--- src/rtl/tl_a_arbiter2.sv ---
`default_nettype none
// +----------------------------------------------------------------------------+
// | tl_a_arbiter2: two-master TL-UL A/D arbiter. The A channel is shared       |
// | round-robin per burst. D responses are routed back by the source tag.      |
// | Rev 1.0 - initial release                                                  |
// +----------------------------------------------------------------------------+
module tl_a_arbiter2 #(
  parameter int MAX_OUTSTANDING = 8
) (
  input  logic        clock,
  input  logic        reset,
  input  logic        m0_a_valid,
  output logic        m0_a_ready,
  input  logic [2:0]  m0_a_opcode,
  input  logic [2:0]  m0_a_param,
  input  logic [3:0]  m0_a_size,
  input  logic [5:0]  m0_a_source,
  input  logic [29:0] m0_a_address,
  input  logic [3:0]  m0_a_mask,
  input  logic [31:0] m0_a_data,
  input  logic        m1_a_valid,
  output logic        m1_a_ready,
  input  logic [2:0]  m1_a_opcode,
  input  logic [2:0]  m1_a_param,
  input  logic [3:0]  m1_a_size,
  input  logic [5:0]  m1_a_source,
  input  logic [29:0] m1_a_address,
  input  logic [3:0]  m1_a_mask,
  input  logic [31:0] m1_a_data,
  output logic        out_a_valid,
  input  logic        out_a_ready,
  output logic [2:0]  out_a_opcode,
  output logic [2:0]  out_a_param,
  output logic [3:0]  out_a_size,
  output logic [6:0]  out_a_source,
  output logic [29:0] out_a_address,
  output logic [3:0]  out_a_mask,
  output logic [31:0] out_a_data,
  input  logic        out_d_valid,
  output logic        out_d_ready,
  input  logic [2:0]  out_d_opcode,
  input  logic [1:0]  out_d_param,
  input  logic [3:0]  out_d_size,
  input  logic [6:0]  out_d_source,
  input  logic        out_d_denied,
  input  logic        out_d_corrupt,
  input  logic [31:0] out_d_data,
  output logic        m0_d_valid,
  input  logic        m0_d_ready,
  output logic [2:0]  m0_d_opcode,
  output logic [1:0]  m0_d_param,
  output logic [3:0]  m0_d_size,
  output logic [5:0]  m0_d_source,
  output logic        m0_d_denied,
  output logic        m0_d_corrupt,
  output logic [31:0] m0_d_data,
  output logic        m1_d_valid,
  input  logic        m1_d_ready,
  output logic [2:0]  m1_d_opcode,
  output logic [1:0]  m1_d_param,
  output logic [3:0]  m1_d_size,
  output logic [5:0]  m1_d_source,
  output logic        m1_d_denied,
  output logic        m1_d_corrupt,
  output logic [31:0] m1_d_data,
  output logic        idle
);

  localparam logic [3:0] c_max = 4'(MAX_OUTSTANDING);

  typedef enum logic [0:0] {ST_IDLE = 1'b0, ST_BURST = 1'b1} state_t;

  state_t     r_state;
  logic       r_grant;
  logic       r_rr_ptr;
  logic [3:0] r_beat_left;
  logic [3:0] r_d_beat;
  logic [3:0] r_cnt0;
  logic [3:0] r_cnt1;

  logic       w_elig0, w_elig1, w_act, w_gnt;
  logic       w_a_fire, w_first_fire;
  logic [3:0] w_a_extra, w_d_extra;
  logic       w_dest, w_d_fire, w_d_last;

  // Beats beyond the first for a multi-beat message (size <= 6).
  function automatic logic [3:0] burst_extra(input logic data_op, input logic [3:0] size);
    logic [3:0] r;
    r = 4'd0;
    if (data_op) begin
      case (size)
        4'd3:    r = 4'd1;
        4'd4:    r = 4'd3;
        4'd5:    r = 4'd7;
        4'd6:    r = 4'd15;
        default: r = 4'd0;
      endcase
    end
    return r;
  endfunction

  function automatic logic [3:0] cnt_next(input logic [3:0] c, input logic inc, input logic dec);
    logic dec_eff;
    dec_eff = dec && (c != 4'd0);
    if (inc && !dec_eff) return c + 4'd1;
    if (dec_eff && !inc) return c - 4'd1;
    return c;
  endfunction

  always_comb begin
    w_elig0 = m0_a_valid && (r_cnt0 < c_max);
    w_elig1 = m1_a_valid && (r_cnt1 < c_max);
    if (r_state == ST_BURST) begin
      w_act = 1'b1;
      w_gnt = r_grant;
    end else begin
      w_act = w_elig0 || w_elig1;
      w_gnt = (w_elig0 && w_elig1) ? r_rr_ptr : w_elig1;
    end
  end

  assign out_a_valid   = w_act && (w_gnt ? m1_a_valid : m0_a_valid);
  assign out_a_opcode  = w_gnt ? m1_a_opcode  : m0_a_opcode;
  assign out_a_param   = w_gnt ? m1_a_param   : m0_a_param;
  assign out_a_size    = w_gnt ? m1_a_size    : m0_a_size;
  assign out_a_source  = {w_gnt, (w_gnt ? m1_a_source : m0_a_source)};
  assign out_a_address = w_gnt ? m1_a_address : m0_a_address;
  assign out_a_mask    = w_gnt ? m1_a_mask    : m0_a_mask;
  assign out_a_data    = w_gnt ? m1_a_data    : m0_a_data;
  assign m0_a_ready    = w_act && !w_gnt && out_a_ready;
  assign m1_a_ready    = w_act &&  w_gnt && out_a_ready;

  assign w_a_fire     = out_a_valid && out_a_ready;
  assign w_first_fire = w_a_fire && (r_state == ST_IDLE);
  assign w_a_extra    = burst_extra(out_a_opcode <= 3'd1, out_a_size);

  assign w_dest      = out_d_source[6];
  assign m0_d_valid  = out_d_valid && !w_dest;
  assign m1_d_valid  = out_d_valid &&  w_dest;
  assign out_d_ready = w_dest ? m1_d_ready : m0_d_ready;
  assign w_d_fire    = out_d_valid && out_d_ready;
  assign w_d_extra   = burst_extra(out_d_opcode == 3'd1, out_d_size);
  assign w_d_last    = w_d_fire && ((r_d_beat == 4'd0) ? (w_d_extra == 4'd0) : (r_d_beat == 4'd1));

  assign m0_d_opcode  = out_d_opcode;
  assign m0_d_param   = out_d_param;
  assign m0_d_size    = out_d_size;
  assign m0_d_source  = out_d_source[5:0];
  assign m0_d_denied  = out_d_denied;
  assign m0_d_corrupt = out_d_corrupt;
  assign m0_d_data    = out_d_data;
  assign m1_d_opcode  = out_d_opcode;
  assign m1_d_param   = out_d_param;
  assign m1_d_size    = out_d_size;
  assign m1_d_source  = out_d_source[5:0];
  assign m1_d_denied  = out_d_denied;
  assign m1_d_corrupt = out_d_corrupt;
  assign m1_d_data    = out_d_data;

  assign idle = (r_state == ST_IDLE) && (r_cnt0 == 4'd0) && (r_cnt1 == 4'd0);

  always_ff @(posedge clock or negedge reset) begin
    if (!reset) begin
      r_state     <= ST_IDLE;
      r_grant     <= 1'b0;
      r_rr_ptr    <= 1'b0;
      r_beat_left <= 4'd0;
      r_d_beat    <= 4'd0;
      r_cnt0      <= 4'd0;
      r_cnt1      <= 4'd0;
    end else begin
      r_cnt0 <= cnt_next(r_cnt0, w_first_fire && !w_gnt, w_d_last && !w_dest);
      r_cnt1 <= cnt_next(r_cnt1, w_first_fire &&  w_gnt, w_d_last &&  w_dest);
      case (r_state)
        ST_IDLE: begin
          if (w_first_fire) begin
            if (w_a_extra != 4'd0) begin
              r_state     <= ST_BURST;
              r_beat_left <= w_a_extra;
              r_grant     <= w_gnt;
            end else begin
              r_rr_ptr <= ~w_gnt;
            end
          end
        end
        ST_BURST: begin
          if (w_a_fire) begin
            r_beat_left <= r_beat_left - 4'd1;
            if (r_beat_left == 4'd1) begin
              r_state  <= ST_IDLE;
              r_rr_ptr <= ~r_grant;
            end
          end
        end
        default: r_state <= ST_IDLE;
      endcase
      // D beat counter holds remaining beats of the response in progress.
      if (w_d_fire)
        r_d_beat <= (r_d_beat == 4'd0) ? w_d_extra : r_d_beat - 4'd1;
    end
  end

endmodule
`default_nettype wire

--- config.mk ---
export PLATFORM = sky130hd
export DESIGN_NAME = tl_a_arbiter2
export DESIGN_NICKNAME = d
export VERILOG_FILES = /design/src/rtl/tl_a_arbiter2.sv
export SDC_FILE = /design/constraint.sdc
export NUM_CORES = 1
export LEC_CHECK = 0
export CAP_MARGIN = 20
export CORE_AREA = 4 4 155 157
export CTS_CLUSTER_SIZE = 20
export DETAILED_ROUTE_END_ITERATION = 7
export DIE_AREA = 0 0 159 161
export GPL_TIMING_DRIVEN = 0
export PLACE_DENSITY_LB_ADDON = 0.1
export SETUP_SLACK_MARGIN = 0.3
export SKIP_CTS_REPAIR_TIMING = 1
export SLEW_MARGIN = 20
export SYNTH_ARGS = -nofsm -noshare
export SYNTH_HDL_FRONTEND = slang
export SYNTH_SLANG_ARGS = --single-unit
--- constraint.sdc ---
create_clock -name clock -period 3.1 [get_ports clock]
set_input_delay 0.62 -clock clock [delete_from_list [all_inputs] [get_ports clock]]
set_output_delay 0.62 -clock clock [all_outputs]
set_load 0.05 [all_outputs]
Yosys cells after proc, flatten, opt, wreduce, memory -nomap -nowiden
Cells that the tools add are included.
{"block": "word_totals", "input_bits": 222, "ff_bits": 19, "out_inout_bits": 188}
{"block": "op_classes", "add_sub_neg": 6, "muxes": 46, "order_cmp": 3, "bitwise_logic": 3, "n_reduce_logical": 45, "eq_ne": 16}
{"operator": "4-bit two-way mux", "count": 16}
{"operator": "32-bit two-way mux", "count": 1}
{"operator": "4-bit one-hot mux with 4 select lines", "count": 2}
{"operator": "30-bit two-way mux", "count": 1}
{"operator": "1-bit logical AND", "count": 26}
{"operator": "4-bit by 3-bit == test with 1-bit output, second input constant", "count": 6}
{"operator": "1-bit two-way mux", "count": 20}
{"operator": "4-bit zero test", "count": 4}
{"operator": "4-bit by 1-bit subtractor with 4-bit output, second input constant", "count": 4}
{"operator": "4-bit nonzero test", "count": 3}
{"operator": "4-bit by 1-bit adder with 4-bit output, second input constant", "count": 2}
{"operator": "4-bit by 1-bit == test with 1-bit output, second input constant", "count": 2}
{"operator": "4-bit by 2-bit == test with 1-bit output, second input constant", "count": 2}
{"operator": "4-bit less-than comparator, second input constant", "count": 2}
{"operator": "4-bit one-hot mux with 2 select lines", "count": 1}
{"operator": "1-bit zero test", "count": 6}
{"operator": "3-bit two-way mux", "count": 2}
{"operator": "6-bit two-way mux", "count": 1}
{"operator": "2-bit by 1-bit != test with 1-bit output, second input constant", "count": 3}
{"operator": "3-bit AND reduction", "count": 2}
{"operator": "2-bit != test, second input constant", "count": 2}
{"operator": "1-bit one-hot mux with 2 select lines", "count": 2}
{"operator": "4-bit AND reduction", "count": 1}
{"operator": "2-bit nonzero test", "count": 2}
{"operator": "4 further kinds", "count": 6}

Longest topological paths before layout
{"block": "logic_depth", "ltp_word": 16, "mapped_depth": 12}

Worst setup path after synthesis
Ideal clock, no wire load.
{"block": "synth_path", "kind": "input-to-reg", "startpoint": "input port out_d_source[6]", "endpoint": "register r_cnt0[2]", "path_slack_ns": 0.091, "arrival_ns": 2.884, "stages": 9, "n_path_buf": 0, "cell_sequence": "mux2_2 nand2_1 or2_2 or4_1 ha_1 nor2b_1 mux2i_1 nor2_1 xor2_1"}
{"block": "synth_via", "elab_chain_cells": 9, "word_cells_on_any_way": 16, "classes_between": "mux (7); reduce/logical (9)"}
{"element": "start, declared", "line": "44", "source": "input logic [6:0] out_d_source,"}
{"element": "1-bit two-way mux", "line": "140", "source": "assign out_d_ready = w_dest ? m1_d_ready : m0_d_ready;"}
{"element": "1-bit logical AND", "line": "141", "source": "assign w_d_fire = out_d_valid && out_d_ready;"}
{"element": "1-bit logical AND", "line": "143", "source": "assign w_d_last = w_d_fire && ((r_d_beat == 4'd0) ? (w_d_extra == 4'd0) : (r_d_beat == 4'd1));"}
{"element": "1-bit logical AND (*)", "line": "172", "source": "r_cnt0 <= cnt_next(r_cnt0, w_first_fire && !w_gnt, w_d_last && !w_dest);"}
{"element": "1-bit logical AND (*)", "line": "104", "source": "dec_eff = dec && (c != 4'd0);"}
{"element": "1-bit logical AND or 1-bit zero test (tied branches)", "line": "106, 105"}
{"element": "4-bit two-way mux, or another cell as far along", "line": "106", "source": "if (dec_eff && !inc) return c - 4'd1;"}
{"element": "4-bit two-way mux, or another cell as far along", "line": "107", "source": "return c;"}
{"element": "4-bit two-way mux or 2-bit nonzero test (tied branches)"}
{"element": "end signal, assigned", "line": "172"}
{"element": "end, declared", "line": "78", "source": "logic [3:0] r_cnt0;"}
Mark *: on every way between the ends. The rest lies on a longest branch, timed or not. The select of a mux whose other input is x is not followed.
A chain may end at the register's enable or synchronous reset.

Worst setup path after layout
{"block": "layout_path", "startpoint": "register r_state", "endpoint": "output port out_a_data[9]"}
{"block": "layout_via", "elab_chain_cells": 2}
{"element": "start, declared", "line": "73", "source": "state_t r_state;"}
{"element": "start signal, assigned", "line": "164", "source": "r_state <= ST_IDLE;"}
{"element": "start signal, assigned", "line": "178", "source": "r_state <= ST_BURST;"}
{"element": "start signal, assigned", "line": "190", "source": "r_state <= ST_IDLE;"}
{"element": "1-bit two-way mux", "line": "113", "source": "if (r_state == ST_BURST) begin"}
{"element": "32-bit two-way mux", "line": "129", "source": "assign out_a_data = w_gnt ? m1_a_data : m0_a_data;"}
{"element": "end, declared", "line": "38", "source": "output logic [31:0] out_a_data,"}
No other way between the ends.

==> results_dict.tcl <==
set metrics [dict create \
    total_power_mw 6.05 \
    nNetsFinal 1008 \
    synth_warnings 0 \
    final_period_minus_worst_setup_slack_ns 2.89 \
    die_width_um 159 \
    fillers 2275 \
    cts_tree "yes" \
    antenna_left 0 \
    crit_path_top_delay_cell "sky130_fd_sc_hd__or3b_4" \
    die_area_mm2 0.0256 \
    globalRouteOverflowTotal 0 \
    syn-num-nets 620 \
    core_mm2 0.0225 \
    synth-seq-cells 19 \
    gp_routability_congestion 0.846 \
    grt_usage_pct 15.4 \
    dpl_wire_length_um 19500 \
    post_route_cells_drive_above_1_share_pct 41.5 \
    cts_htree_levels 1 \
    start_kind "flop" \
    setup_viol 0 \
    worst_setup_end_kind "primary output" \
    number_of_enable_flip_flop_cells_after_synthesis 0 \
    min_path_type "flop to flop" \
    fp-row-count 55 \
    initial_utilization_pct 14.9 \
    fin_hold_viols 0 \
    vias 4283 \
    relSlewSlack_pct 33.1 \
    synth.cell_area_mm2 0.00336 \
    port-buffer-count 367 \
    power_per_cell_area_mw_per_mm2 738 \
    fmax_mhz 346 \
    synth-seq-area-share_pct 14.1 \
    grt_pass1_wl_um 29500 \
    pin_count_of_the_biggest_net_entering_global_routing 20 \
    leakage_nw 3.61 \
    arrival_ns 2.27 \
    post-route-period-util_pct 93.3 \
    worst_clock_skew_ns 0.00258 \
    ctsLongestPathBuffers 2 \
    synth_cell_types 52 \
    highest_net_fanout_along_the_worst_path 7 \
    status "complete, no violations" \
    timing_worst_setup_path_type "flop to primary output" \
    top_level_ports 410 \
    initialDrtViolationCount 156 \
    clock_sinks 19 \
    syn_avg_cell_area_um2 8.76 \
    timing_worst_slew_pin_value_ns 1.00 \
    clkSlewWorstSetupHoldPaths_ns 0.06 \
    finalWirelength_um 21900 \
    synth_top_flop_cell "sky130_fd_sc_hd__dfrtp_1" \
    fin_area_mm2 0.00820 \
    cp_data_required_time_ns 2.48 \
    cts_made_buffers 3 \
    mostFrequentLayoutCell "sky130_fd_sc_hd__clkdlybuf4s50_1" \
    wl_per_cell_um 20.7 \
    first_global_vias 4285 \
    crit_path_cell_trace "buf_6 > or3b_4 > o21ai_4 > clkbuf_16 > clkbuf_16 > mux2_4 > buf_6" \
    worst_skew_pair.late_latency_ns 0.26 \
    antenna_found_initial 7 \
    vias_per_cell 4.05 \
    grt_setup_unrepaired "yes" \
    cts_root_buffer "sky130_fd_sc_hd__clkbuf_16" \
    place_area_mm2 0.00740 \
    postSynthCellCount 384 \
    fp.dieH_um 161 \
    critical_path_buf_inv_count 4 \
    layout.cells.most_common_list "sky130_fd_sc_hd__clkdlybuf4s50_1, sky130_fd_sc_hd__buf_4, sky130_fd_sc_hd__buf_6, sky130_fd_sc_hd__mux2_2, sky130_fd_sc_hd__mux2_4" \
    slew_viol_final 0 \
    first_pass_iters 4 \
    drc 0 \
    ir_drop_mv 0.407 \
    postSynth.asyncResetShare_pct 100 \
    area_growth_pct 144 \
    crit_family "buffers and inverters" \
    max_cap_viol_count 0 \
    slowest_stage_delay_on_critical_path_ns 0.42 \
]
sequential cells by signal, indices dropped and copies added, names as in the netlist:
register	flops
r_beat_left	4
r_grant	1
r_cnt1	4
r_state	1
r_cnt0	4
r_d_beat	4
r_rr_ptr	1
layer usage:
layer | vias to the layer above | track usage [%] | share of wire [%]
met3 | 25 | 7.50 | 12
met4 | 12 | 1.81 | 0.87
li1 | 2037 | - | -
met1 | 1969 | 17.7 | 38
met5 | - | 0 | 0.37
met2 | 240 | 27.0 | 50
power by group:
| group | internal (mW) | switching (mW) |
|---|---|---|
| Combinational | 2.38 | 2.90 |
| Clock | 0.176 | 0.107 |
| Sequential | 0.365 | 0.126 |
| Total | 2.92 | 3.13 |
stage by stage:
stage | setup WS [ns] | hold slack, ns | utilization (%) | cells | TNS (ns)
final | 0.209 | 0.514 | 36.4 | 1057 | 0
after global routing | 0.170 | 0.539 | 36.4 | 1056 | 0
after CTS | -1.00 | 0.518 | 33.3 | 1040 | -78.34
after detailed placement | -0.994 | 0.506 | 32.9 | 1036 | -78.96
after global placement | -0.932 | 0.514 | 32.9 | 1036 | -73.99
after floorplan | 0.305 | 0.324 | - | 384 | 0
cell usage after synthesis (4+ instances only):
cell type	count	area [um^2]
sky130_fd_sc_hd__xnor2_1	5	43.8
sky130_fd_sc_hd__mux2_2	84	946
sky130_fd_sc_hd__dfrtp_1	19	475
sky130_fd_sc_hd__a211oi_1	4	30.0
sky130_fd_sc_hd__nand3_1	8	40.0
sky130_fd_sc_hd__o21ai_0	9	45.0
sky130_fd_sc_hd__a21oi_1	12	60.1
sky130_fd_sc_hd__buf_4	100	751
sky130_fd_sc_hd__nor2b_1	5	31.3
sky130_fd_sc_hd__inv_1	16	60.1
sky130_fd_sc_hd__mux2i_1	4	40.0
sky130_fd_sc_hd__nor2_1	14	52.6
sky130_fd_sc_hd__xor2_1	5	43.8
sky130_fd_sc_hd__nand2_1	15	56.3
sky130_fd_sc_hd__nor3_1	7	35.0
sky130_fd_sc_hd__ha_1	14	175
sky130_fd_sc_hd__buf_2	8	40.0
path summary, 6_finish.rpt:
kind,startpoint,cells after the start,to,slack [ns]
setup / recovery,r_state,7,out_a_data[9],0.21
hold / removal,r_cnt1[2],1,r_cnt1[2],0.51
setup reg to reg,r_state,11,r_cnt0[3],0.55
hold reg to reg,r_cnt1[2],1,r_cnt1[2],0.51
max in group asynchronous,reset,1,r_d_beat[0],1.58
min in group asynchronous,reset,1,r_cnt1[1],0.92
logic make-up (layout without fill, tap and decap cells):
group / after synthesis / in the layout / synth area share (%)
other cells: 0 / 1 / 0
xor+xnor: 10 / 10 / 2.60
compound gates: 51 / 51 / 11.0
flops: 19 / 19 / 14.1
mux: 88 / 88 / 29.3
fa+ha+maj: 14 / 14 / 5.21
simple gates: 76 / 76 / 12.2
buf+inv: 126 / 513 / 25.5
final cells by class:
| class | count | area [um^2] | share of cell area (%) |
|---|---|---|---|
| plain buffers | 110 | 938 | 11.4 |
| repair buffers | 383 | 4070 | 49.7 |
| diodes | 1 | 2.50 | 0.0305 |
| clock buffers | 4 | 78.8 | 0.962 |
| multi-input cells | 239 | 2210 | 27.0 |
| flip-flops and latches | 19 | 475 | 5.80 |
| well taps | 285 | 357 | 4.35 |
| inverters | 16 | 60.1 | 0.733 |
Note: power is estimated with default switching activity, not from simulation.
